<file path="config.mk">
export PLATFORM = sky130hd
export DESIGN_NAME = fifo_wr_arb
export DESIGN_NICKNAME = d
export VERILOG_FILES = /design/src/rtl/fifo_pkg.sv /design/src/rtl/fifo_rr_pick.sv /design/src/rtl/fifo_wr_arb.sv
export SDC_FILE = /design/constraint.sdc
export NUM_CORES = 1
export LEC_CHECK = 0
export ABC_CLOCK_PERIOD_IN_PS = 3500
export CAP_MARGIN = 15
export CORE_UTILIZATION = 25
export DETAILED_ROUTE_END_ITERATION = 10
export SLEW_MARGIN = 20
export SYNTH_ARGS = -nofsm -noshare
export SYNTH_HDL_FRONTEND = slang
export SYNTH_SLANG_ARGS = --single-unit
</file>
<file path="constraint.sdc">
create_clock -name clk -period 3.5 [get_ports clk]
set_input_delay 0.7 -clock clk [delete_from_list [all_inputs] [get_ports clk]]
set_output_delay 0.7 -clock clk [all_outputs]
set_load 0.02 [all_outputs]
</file>
<file path="src/rtl/fifo_pkg.sv">
// Shared types and helpers for the round-robin FIFO write arbiter.
// Holds the arbiter state encoding and the modulo pointer increment.
package fifo_pkg;

    typedef enum logic {
        IDLE  = 1'b0,
        GRANT = 1'b1
    } arb_state_t;

    // Wraps at n rather than at the next power of two.
    function automatic int unsigned rr_next(
        input int unsigned ptr,
        input int unsigned n
    );
        return (ptr + 32'd1 >= n) ? 32'd0 : ptr + 32'd1;
    endfunction

endpackage

</file>
<file path="src/rtl/fifo_rr_pick.sv">
// Round-robin winner selection: rotate the valid vector so rr_ptr sits at
// bit 0, priority-encode the lowest set bit, then un-rotate the index.
module fifo_rr_pick
    import fifo_pkg::*;
#(
    parameter  int NUM_REQ = 4,
    localparam int IW      = $clog2(NUM_REQ)
) (
    input  logic [NUM_REQ-1:0] req_valid,
    input  logic [IW-1:0]      rr_ptr,
    output logic               found,
    output logic [IW-1:0]      winner
);

    logic [NUM_REQ-1:0] rot;
    int                 idx;
    int                 sel;

    always_comb begin
        rot   = '0;
        found = 1'b0;
        sel   = 0;
        idx   = 0;
        for (int i = 0; i < NUM_REQ; i++) begin
            idx = int'(rr_ptr) + i;
            if (idx >= NUM_REQ) idx = idx - NUM_REQ;
            rot[i] = req_valid[idx];
        end
        for (int i = NUM_REQ - 1; i >= 0; i--) begin
            if (rot[i]) begin
                found = 1'b1;
                sel   = i;
            end
        end
        idx = int'(rr_ptr) + sel;
        if (idx >= NUM_REQ) idx = idx - NUM_REQ;
        winner = IW'(idx);
    end

endmodule

</file>
<file path="src/rtl/fifo_wr_arb.sv">
// Round-robin write-side arbiter sharing one FWFT FIFO between producers.
// One idle bubble per grant, then up to BURST_LEN beats to the FIFO.
module fifo_wr_arb
    import fifo_pkg::*;
#(
    parameter  int NUM_REQ    = 4,
    parameter  int DATA_WIDTH = 8,
    parameter  int BURST_LEN  = 4,
    localparam int IW         = $clog2(NUM_REQ),
    localparam int BW         = $clog2(BURST_LEN + 1)
) (
    input  logic                          clk,
    input  logic                          rst,
    input  logic [NUM_REQ-1:0]            req_valid,
    input  logic [NUM_REQ*DATA_WIDTH-1:0] req_data,
    output logic [NUM_REQ-1:0]            req_ready,
    input  logic                          fifo_full,
    output logic                          fifo_wr_en,
    output logic [DATA_WIDTH-1:0]         fifo_data,
    output logic [IW-1:0]                 grant_id,
    output logic                          busy
);

    arb_state_t    state_q, state_d;
    logic [IW-1:0] grant_id_q, grant_id_d;
    logic [IW-1:0] rr_ptr_q, rr_ptr_d;
    logic [BW-1:0] beat_cnt_q, beat_cnt_d;

    logic          found;
    logic [IW-1:0] winner;
    logic          in_grant;
    logic          g_valid;
    logic          xfer;
    logic [BW-1:0] beat_inc;

    fifo_rr_pick #(
        .NUM_REQ (NUM_REQ)
    ) u_pick (
        .req_valid (req_valid),
        .rr_ptr    (rr_ptr_q),
        .found     (found),
        .winner    (winner)
    );

    assign in_grant = (state_q == GRANT);
    assign g_valid  = req_valid[grant_id_q];
    // Gated by rst so an abandoned burst never writes in the reset cycle.
    assign xfer     = in_grant && g_valid && !fifo_full && !rst;
    assign beat_inc = beat_cnt_q + BW'(1);

    always_comb begin
        req_ready = '0;
        if (in_grant && !fifo_full && !rst) req_ready[grant_id_q] = 1'b1;
    end

    assign fifo_wr_en = xfer;
    assign fifo_data  = in_grant
                      ? req_data[int'(grant_id_q)*DATA_WIDTH +: DATA_WIDTH]
                      : '0;
    assign grant_id   = grant_id_q;
    assign busy       = in_grant;

    always_comb begin
        state_d    = state_q;
        grant_id_d = grant_id_q;
        rr_ptr_d   = rr_ptr_q;
        beat_cnt_d = beat_cnt_q;
        unique case (state_q)
            IDLE: begin
                if (found) begin
                    grant_id_d = winner;
                    state_d    = GRANT;
                end
            end
            GRANT: begin
                if (!g_valid || (xfer && beat_inc == BW'(BURST_LEN))) begin
                    state_d    = IDLE;
                    rr_ptr_d   = IW'(rr_next(32'(grant_id_q), NUM_REQ));
                    beat_cnt_d = '0;
                end else if (xfer) begin
                    beat_cnt_d = beat_inc;
                end
            end
            default: state_d = IDLE;
        endcase
    end

    always_ff @(posedge clk) begin
        if (rst) begin
            state_q    <= IDLE;
            grant_id_q <= '0;
            rr_ptr_q   <= '0;
            beat_cnt_q <= '0;
        end else begin
            state_q    <= state_d;
            grant_id_q <= grant_id_d;
            rr_ptr_q   <= rr_ptr_d;
            beat_cnt_q <= beat_cnt_d;
        end
    end

endmodule

</file>
# Word-level counts from Yosys, hierarchy flattened
# Cells that the tools add are included.
# op_classes
addsub	11
mul	0
n_div	0
n_lt_le_gt_ge	12
eq_ne	1
n_shift	1
mux	37
n_bitwise	1
reduce_logical	15
# op_table
operator	n
$lt A32 B4 Y1 const B	4
$mux W32	4
$ge A32 B4 Y1 const B	3
$sub A32 B4 Y32 const B	3
$shiftx A32 B6 Y8	1
$mux W1	16
$mux W2	6
$bmux W1 S2	5
$mux W8	1
$logic_and A1 B1 Y1	7
$add A2 B1 Y3 const B	2
$add A2 B2 Y3 const B	2
$ge A3 B3 Y1 const B	2
$mux W3	2
$reduce_and A2 Y1	3
$mux W4	1
$sub A2 B3 Y4 const B	1
$add A2 B2 Y3	1
$add A3 B1 Y3 const B	1
$eq A3 B3 Y1 const B	1
$ge A2 B3 Y1 const B	1
$logic_not A1 Y1	3
$lt A2 B3 Y1 const B	1
$demux W1 S2	1
6 further kinds	6
# word_totals
regBits	8
latch_bits	0
ramBits	0
mem_bits_ro	0
input_bits	39
output_inout_bits	16
wordCells	82
mem_count	0

# Longest topological paths before layout
# logic_depth
depth_word	13
mapped_depth	10
mapped_depth_nobuf	9

# Cells and area by module
# Synthesis repeated with hierarchy kept, for this count alone.
# unflattened
hier_cells	97
hier_area_um2	909.6
# modules_own_cells
module	instances	cells_each	area_per_inst_um2
fifo_wr_arb	1	72	743.2
fifo_rr_pick	1	25	166.4

# Worst setup path before layout
# OpenSTA, ideal clock, no wires.
# synth_path
path_kind	reg-to-output
from	register grant_id_q[0] (netlist: grant_id[0])
to	output port fifo_data[2]
arrival_time_ns	1.599
required_time_ns	2.800
slack_ns	1.201
stages_incl_launch_ff	4
path_buffers	1
path_cell_list	dfxtp_1 > buf_2 > mux4_1 > and2_1
# synth_via
elab_chain_cells	2
# synth_rtl
item	line	text
from (decl)	fifo_wr_arb.sv:25	logic [IW-1:0] grant_id_q, grant_id_d;
from (signal assigned)	fifo_wr_arb.sv:96	grant_id_q <= grant_id_d;
$shiftx A32 B6 Y8	fifo_wr_arb.sv:58	? req_data[int'(grant_id_q)*DATA_WIDTH +: DATA_WIDTH]
$mux W8	fifo_wr_arb.sv:58	
to (decl)	fifo_wr_arb.sv:19	output logic [DATA_WIDTH-1:0] fifo_data,
# Every way passes these cells.

# Final worst setup path
# layout_path
from	input port req_valid[0]
to	output port fifo_wr_en
# layout_via
elab_chain_cells	5
# layout_rtl
item	line	text
from (decl)	fifo_wr_arb.sv:14	input logic [NUM_REQ-1:0] req_valid,
$bmux W1 S2	fifo_wr_arb.sv:46	assign g_valid = req_valid[grant_id_q];
$mux W1 (implied by the code)	fifo_wr_arb.sv:46	
$logic_and A1 B1 Y1 (3 in a row)	fifo_wr_arb.sv:48	assign xfer = in_grant && g_valid && !fifo_full && !rst;
to (decl)	fifo_wr_arb.sv:18	output logic fifo_wr_en,
# Every way passes these cells. The select of a mux whose other input is x is not followed.

==> impl_metrics.tcl <==
set metrics [dict create \
    fin_ws_ns 0.270 \
    place_inst 190 \
    ys_seq_elements 8 \
    drt_iter0_drc 18 \
    wl_per_cell_um 13.3 \
    total_power_mw 0.414 \
    core_region_area_sq_um 3390 \
    rsz0062_at_grt "false" \
    cts.sinks 8 \
    cts_buffer_depth 2 \
    area_delta_synth_final_pct 69.4 \
    p_leak_nw 0.550 \
    synth_fp_nets 137 \
    yosysTopAreaCellShare_pct 17.9 \
    cts_tree "yes" \
    cts_buffers 3 \
    dp_slack_ns 0.279 \
    status "finished, final reports clean" \
    drive_gt1_share_pct 10.9 \
    viasPerCell 4.91 \
    io_buffers 54 \
    cts_resized 0 \
    antennaDiodeCount 0 \
    clkTransAtPathRegs_ns 0.06 \
    ff_latch_area_sq_um 160 \
    netlist_instances 91 \
    cts_hold_buf 0 \
    setup_viol 0 \
    pwr_density_cell_nw_per_um2 273 \
    grt_pass1_wl_um 3910 \
    hold_viol 0 \
    track_usage_pct 13.9 \
    fmax_mhz 310 \
    design.portCount 55 \
    multi_input_area_sq_um 684 \
    layout_common_cells "clkdlybuf4s50_1, and2_1, nor2_1" \
    slew_headroom_pct 51.1 \
    worstPathArrival_ns 2.53 \
    seqPwrFrac_pct 27.3 \
    ys_types 32 \
    drv_slew 0 \
    dpl_cell_area_sq_um 1500 \
    p_comb_share_pct 55.2 \
    nets 195 \
    hold_slack_ns 0.481 \
    fin_cells 193 \
    critPathKind "input pin to output port" \
    grt-ovfl-total 0 \
    worst_pin_slew_ns 0.727 \
    final_common_cell "clkdlybuf4s50_1" \
    route.detailed.drc 0 \
    place_congestion 0.676 \
    initial_core_util_pct 26.4 \
    cts_max_level 1 \
    firstDrtPassIters 4 \
    fp.dieArea_sq_um 3830 \
    skew_ns 0.000314 \
    core.rowCount 21 \
    worstSkewPairLatency_ns 0.25 \
    period_share_pct 92.3 \
    final_core_util_pct 44.8 \
    nFillCells 327 \
    critPathLaunchType "input pin" \
    ys_warn_count 0 \
    root_buffer "clkbuf_4" \
    end_kind "output port" \
    grt_max_degree 16 \
    wl_um 2560 \
    netlist_area_sq_um 896 \
    die_height_um 61.9 \
    maxCapViolCount 0 \
    synth_area_leaders "dfxtp_1, mux4_2, ha_1" \
    yosysTopAreaCell "dfxtp_1" \
    dp_hpwl_um 2120 \
    critPathRequiredTime_ns 2.80 \
    switching_share_pct 33.8 \
    switchingPower_mw 0.140 \
    synth.avg_cell_area_sq_um 9.84 \
    cp_max_fo 8 \
    ant_nets 0 \
    holdCritPathClass "flop to flop" \
    fp.dieW_um 61.9 \
    power_frac_clock_pct 17.5 \
    ys_seq_area_share_pct 17.9 \
    vias 948 \
    fin_tns_setup_ns 0 \
    post-route-min-period_ns 3.23 \
    antenna_found_initial 0 \
    design_area_sq_um 1520 \
    grt_pass1_vias 921 \
    post_cts_buffers 0 \
    intPower_mw 0.274 \
    ir_drop_mv 0.0921 \
]
==> cells by family after synthesis <==
kind of cell / count (synthesis) / share of synthesized area [%]
DFF: 8 / 17.9
xor gates and xnor gates: 1 / 0.978
AOI/OAI and AO/OA: 12 / 11.0
adders and majority gates: 7 / 9.78
and+or+nand+nor: 39 / 24.9
buffers and inverters: 11 / 5.73
muxes: 13 / 29.7
==> cells in the mapped netlist <==
cell	count
or4_1	1
mux2i_1	3
o22ai_1	1
o211ai_1	1
nor3_1	1
dfxtp_1	8
buf_6	1
a211oi_1	1
nand4b_1	2
nor4_1	2
nor3b_2	1
or3_1	2
clkbuf_1	2
nand2_1	4
a31oi_1	1
nor4b_1	1
o31ai_1	2
mux4_2	7
ha_1	7
o2111ai_1	1
clkbuf_2	1
xnor2_1	1
o21ai_0	1
and2_1	12
inv_1	6
buf_2	1
o2bb2ai_4	1
a21oi_1	3
nand3_1	2
nor2_1	9
mux4_1	3
nand2b_1	2
==> power by group through the flow <==
| stage | logic [mW] | clock network, mW | registers (mW) |
|---|---|---|---|
| after floorplan | 0.126 | 0 | 0.116 |
| after global placement | 0.227 | 0 | 0.115 |
| after detailed placement | 0.230 | 0 | 0.116 |
| after CTS | 0.231 | 0.0753 | 0.113 |
| after global routing | 0.252 | 0.0825 | 0.115 |
| final | 0.229 | 0.0724 | 0.113 |
==> final cells by class <==
cell class / count / area share, %
Multi-Input combinational cell: 72 / 45.1
Timing Repair Buffer: 58 / 37.6
Sequential cell: 8 / 10.6
Tap cell: 46 / 3.79
Clock buffer: 3 / 1.48
Inverter: 6 / 1.48
==> critical path, cell delays in order <==
cell             delay (ns)
clkdlybuf4s50_1        0.54
mux4_2                 0.58
nand2_1                0.13
inv_1                  0.05
clkdlybuf4s50_1        0.52
==> worst paths after layout <==
check,start,endpoint,slack (ns),depth (start not counted)
hold reg to reg,beat_cnt_q[2]$_SDFFE_PP0P_,beat_cnt_q[2]$_SDFFE_PP0P_,0.48,2
setup reg to reg,rr_ptr_q[0]$_SDFFE_PP0P_,grant_id[1]$_SDFFE_PP0P_,1.49,7
hold / removal,beat_cnt_q[2]$_SDFFE_PP0P_,beat_cnt_q[2]$_SDFFE_PP0P_,0.48,2
setup / recovery,req_valid[0],fifo_wr_en,0.27,5
==> layer usage <==
| layer | up-vias | track usage, % | share of wire [%] |
|---|---|---|---|
| met5 | - | 0 | 0 |
| met1 | 439 | 14.5 | 36 |
| met4 | 0 | 6.98 | 1.1 |
| met2 | 51 | 25.8 | 51 |
| li1 | 456 | - | - |
| met3 | 2 | 3.52 | 12 |
==> registers in the layout (all words and copies together) (netlist names) <==
name / flops
grant_id: 2
rr_ptr_q: 2
busy: 1
beat_cnt_q: 3
(Power assumes the default switching activity.)
==> RTL change 1, RTL diff (config.mk and constraints unchanged) <==
Make the reset (`rst`) asynchronous in one clocked block.
--- a/src/rtl/fifo_wr_arb.sv
+++ b/src/rtl/fifo_wr_arb.sv
@@ -85,7 +85,7 @@
         endcase
     end
 
-    always_ff @(posedge clk) begin
+    always_ff @(posedge clk or posedge rst) begin
         if (rst) begin
             state_q    <= IDLE;
             grant_id_q <= '0;
Behaviour: differs if rst is asserted again (counterexample within 4 cycles, from zero or initial values and one cycle with rst high); with rst held inactive, the same outputs for 10 cycles.
==> RTL change 1 against the unedited design <==
- worst setup slack improved by 0.014 ns
- highest routed layer unchanged
- hold slack improved by 0.030 ns
- fmax increased by 0.44%
- cell count decreased by 3.1%
- sequential share of layout area increased by 2.9 points
- design area decreased by 1.7%
- global-route usage decreased by 0.94 points
- non-clock buffer count decreased by 3
- sequential cell count unchanged
- wire length decreased by 1.1%
- area after synthesis decreased by 0.28%
Power is not compared: it rests on default switching activity, and its combinational part moved more than twofold at a synthesized area within 25%.
==> RTL change 1: results (changes against the unedited design) <==
stage	metric	value	unit	change
outcome	status	complete, no violations		
grt	grt_antenna_before_repair	0		unchanged
final_layout	largest_register_ff_count	3		unchanged
clock_tree	ctsRootBufferMaster	clkbuf_4		
synth	synth.top_cells.by_area	mux4_2 23%, dfrtp_1 22%, ha_1 9.8%, and2_1 8.4%, mux2_4 3.4%		
placed_design	total_of_buffers_placed_on_input_and_output_ports	54		unchanged
route	detailroute.wirelength.met3	47	microns	-85%
route	detail_route.wirelength.met1	1200	microns	+31%
synth	postSynth.asyncResetShare	100	%	+100 points
final_layout	fraction_of_layout_cells_with_a_size_suffix_above_1	12.8	%	+1.9 points
synth	dominantRegCellSynth	dfrtp_1		
route	drtIter0Drc	42		+24
setup_path	r2r.worst_path.cells	4		-3
clock_tree	post-cts-setup-buffer-count	0		unchanged
grt	wire_length_of_the_first_global_routing_pass	3610	microns	-7.8%
synth	synth.distinct_cells	26		-19%
final_layout	final_nets	189		-3.1%
setup_path	critical_path.reg2reg.endpoint	rr_ptr_q[0]		
grt	first_global_vias	755		-18%
route	num_vias	852		-10%
setup_path	timing.rr.start	grant_id[1]		
synth	yosysWarningCount	0		unchanged
final_layout	diodes	0		unchanged
min_path	holdPathEnd	beat_cnt_q[0]		
placed_design	dp.final_hpwl	2080	microns	-2.2%
placed_design	place_congestion	0.847		+25%
clock_tree	htree_depth	1		unchanged
synth	netlist_top_cells_count	12 x and2_1, 9 x mux4_2, 8 x dfrtp_1		
grt	gr-usage-met2	20.9	%	-4.9 points
grt	grt_util_met3	1.86	%	-1.7 points
min_path	holdCritPathClass	register to register		
clock_tree	ctsResizeCount	0		unchanged
synth	syn_nets	133		-2.9%
setup_path	crit_path_top_delay_cell	mux4_2		
sta	timing.max_slew.rel_slack	62.3	%	+11 points
route	met2_wirelength	1280	microns	-2.4%
grt	grt_util_all_layers	13.0	%	-0.94 points
clock_tree	worst_skew_pair.late_latency	0.25	ns	about the same
pwr	static-leakage-power	0.595	nW	
setup_path	worst-path-max-fanout	6		-2
setup_path	cp.arrival	2.52	ns	about the same
setup_path	worstSetupStartpoint	req_valid[3]		
clock_tree	cts.path.max_buffers	2		unchanged
setup_path	setup.reg_to_reg.worst_slack	1.65	ns	+0.16 ns
final_layout	largest-register	beat_cnt_q		
grt	grt_util_met1	18.5	%	+4.0 points
pwr	peakVddDrop	224	uV	
sta	fin_worst_skew	0.00245	ns	+0.00213 ns
grt	grt_max_degree	15		-1
setup_path	critical_path.max_stage_delay	0.58	ns	about the same
min_path	whs_path_depth	1		-1
route	avgRoutedWirePerCell	13.6	microns	+2.1%
placed_design	preCtsSetupSlack	0.287	ns	+0.00825 ns
min_path	hold_start	beat_cnt_q[0]		
synth	ys_seq_area_share	22.4	%	+4.5 points
## RTL change 1: stage by stage
stage	instance area, sq um	hold slack, ns	instances	util [%]
global route	1490	0.530	187	44.0
detailed placement	1470	0.502	184	43.3
CTS	1490	0.510	187	44.0
floorplan	893	0.472	87	-
global placement	1470	0.507	184	43.3
finish	1490	0.511	187	44.0
## RTL change 1: worst max path at each step
| stage | end | slack (ns) | cells after the start |
|---|---|---|---|
| after floorplan | fifo_wr_en | 1.36 | 3 |
| after global placement | fifo_wr_en | 0.33 | 5 |
| after detailed placement | fifo_wr_en | 0.29 | 5 |
| after CTS | fifo_wr_en | 0.29 | 5 |
| after global routing | fifo_wr_en | 0.22 | 5 |
| final | fifo_wr_en | 0.28 | 5 |
## RTL change 1: power breakdown
group	internal (mW)	switching (mW)	leakage, nW
registers	0.130	0.0894	0.0986
clock network	0.0392	0.0304	0.0138
logic	0.420	0.321	0.482
## RTL change 1: critical path: cells and delay by family
family        cells  cell delay [ns]
mux               1             0.58
buf+inv           3             1.09
simple gates      1             0.15
## RTL change 1: logic make-up (layout without fill, tap and decap cells)
kind of cell	after synthesis	count (layout)	share of synthesized area (%)
simple gates	32	32	19.9
compound gates	14	14	11.3
mux	13	13	28.3
buf+inv	11	65	6.30
flops	8	8	22.4
fa+ha+maj	7	7	9.80
xor+xnor	2	2	1.96
## RTL change 1: area by class of cell
| class | instances | area, sq um |
|---|---|---|
| Tap cell | 46 | 57.6 |
| Clock buffer | 3 | 22.5 |
| Sequential cell | 8 | 200 |
| Inverter | 7 | 26.3 |
| Multi-Input combinational cell | 68 | 637 |
| Timing Repair Buffer | 55 | 548 |
| Fill cell | 315 | 1900 |
==> RTL change 2, RTL diff (config.mk and constraints unchanged) <==
Made on the original files. Change the parameter `BURST_LEN` from 4 to 2.
--- a/src/rtl/fifo_wr_arb.sv
+++ b/src/rtl/fifo_wr_arb.sv
@@ -5,7 +5,7 @@
 #(
     parameter  int NUM_REQ    = 4,
     parameter  int DATA_WIDTH = 8,
-    parameter  int BURST_LEN  = 4,
+    parameter  int BURST_LEN  = 2,
     localparam int IW         = $clog2(NUM_REQ),
     localparam int BW         = $clog2(BURST_LEN + 1)
 ) (
Behaviour: not the same (Yosys sat finds a counterexample within 4 cycles, from zero or initial values and one cycle with rst high).
==> RTL change 2 against the unedited design <==
- area after synthesis shrank 8.4%
- design area shrank 5.8%
- sequential share of layout area shrank 0.75 points
- total power grew 8.8%
- sequential cell count shrank 1
- worst setup slack gained 0.15 ns
- wire length shrank 2.2%
- die area shrank 8.1%
==> RTL change 2: results (changes against the unedited design) <==
stage	metric	value	unit	change
pwr	internal_power	0.291	mW	+6.1%
setup_path	worst-path-max-fanout	7		-1
synth	ys_seq_area_share	17.1	%	-0.80 points
pwr	static-leakage-power	0.521	nW	-5.4%
route	avgRoutedWirePerCell	13.2	microns	-0.64%
route	detailroute.wirelength.met3	282	microns	-8.1%
route	detail_route.wirelength.met1	1120	microns	+22%
placed_design	place_congestion	0.752		+11%
min_path	holdPathEnd	beat_cnt_q[1]		
grt	grt_util_met3	3.49	%	-0.026 points
final_layout	final_nets	192		-1.5%
synth	synth-compound-area-share	9.76	%	-1.3 points
route	drtIter0Drc	20		+2
synth	synth_xor_area_share	1.07	%	+0.089 points
setup_path	critical_path.max_stage_delay	0.63	ns	+0.05 ns
grt	gr-usage-met2	25.2	%	-0.61 points
setup_path	r2r.worst_path.cells	6		-1
sta	fin_worst_skew	0.00452	ns	+0.00420 ns
setup_path	cp.arrival	2.38	ns	-0.15 ns
synth	synth_mux_area_share	30.8	%	+1.0 points
synth	netlist_top_cells_count	12 x and2_1, 9 x nor2_1, 8 x mux4_2		
grt	grt_util_all_layers	13.9	%	-0.020 points
synth	synth.top_cells.by_area	mux4_2 22%, dfxtp_1 17%, and2_1 9.1%, ha_1 9.1%, mux2i_1 6.1%		
sta	worst_hold_slack	0.494	ns	+0.0137 ns
outcome	status	complete, no violations		
final_layout	fraction_of_layout_cells_with_a_size_suffix_above_1	10.3	%	-0.61 points
route	num_vias	929		-2.0%
placed_design	detailed_place.area	0.00140	sq mm	-6.1%
sta	worst_pin_slew	0.639	ns	-0.0879 ns
grt	grt_util_met1	16.0	%	+1.4 points
pwr	peakVddDrop	153	uV	+66%
synth	syn_nets	136		-0.73%
-- RTL change 2: layout make-up --
cell class | count | area (sq um) | area share [%]
clock buffer | 4 | 26.3 | 1.84
sequential | 7 | 140 | 9.80
multi-input combinational | 75 | 638 | 44.6
inverter | 4 | 15.0 | 1.05
timing repair buffer | 56 | 556 | 38.8
tap | 44 | 55.1 | 3.85
-- RTL change 2: power groups by stage --
stage          Sequential, mW  Combinational (mW)  Clock [mW]
6_report                0.117               0.262      0.0713
5_1_grt                 0.120               0.283      0.0802
4_1_cts                 0.117               0.265      0.0755
3_5_place_dp            0.119               0.264           0
3_3_place_gp            0.117               0.259           0
2_1_floorplan           0.112               0.156           0
-- RTL change 2: worst min-delay path: stages, from the launching register on --
cell      delay (ns)
dfxtp_1         0.32
nand2b_1        0.07
a21oi_1         0.06
-- RTL change 2: per-stage QoR --
step,worst slack [ns],instances
after global placement,0.450,186
after CTS,0.418,190
after global routing,0.310,190
final,0.423,190
after floorplan,1.20,91
after detailed placement,0.419,186
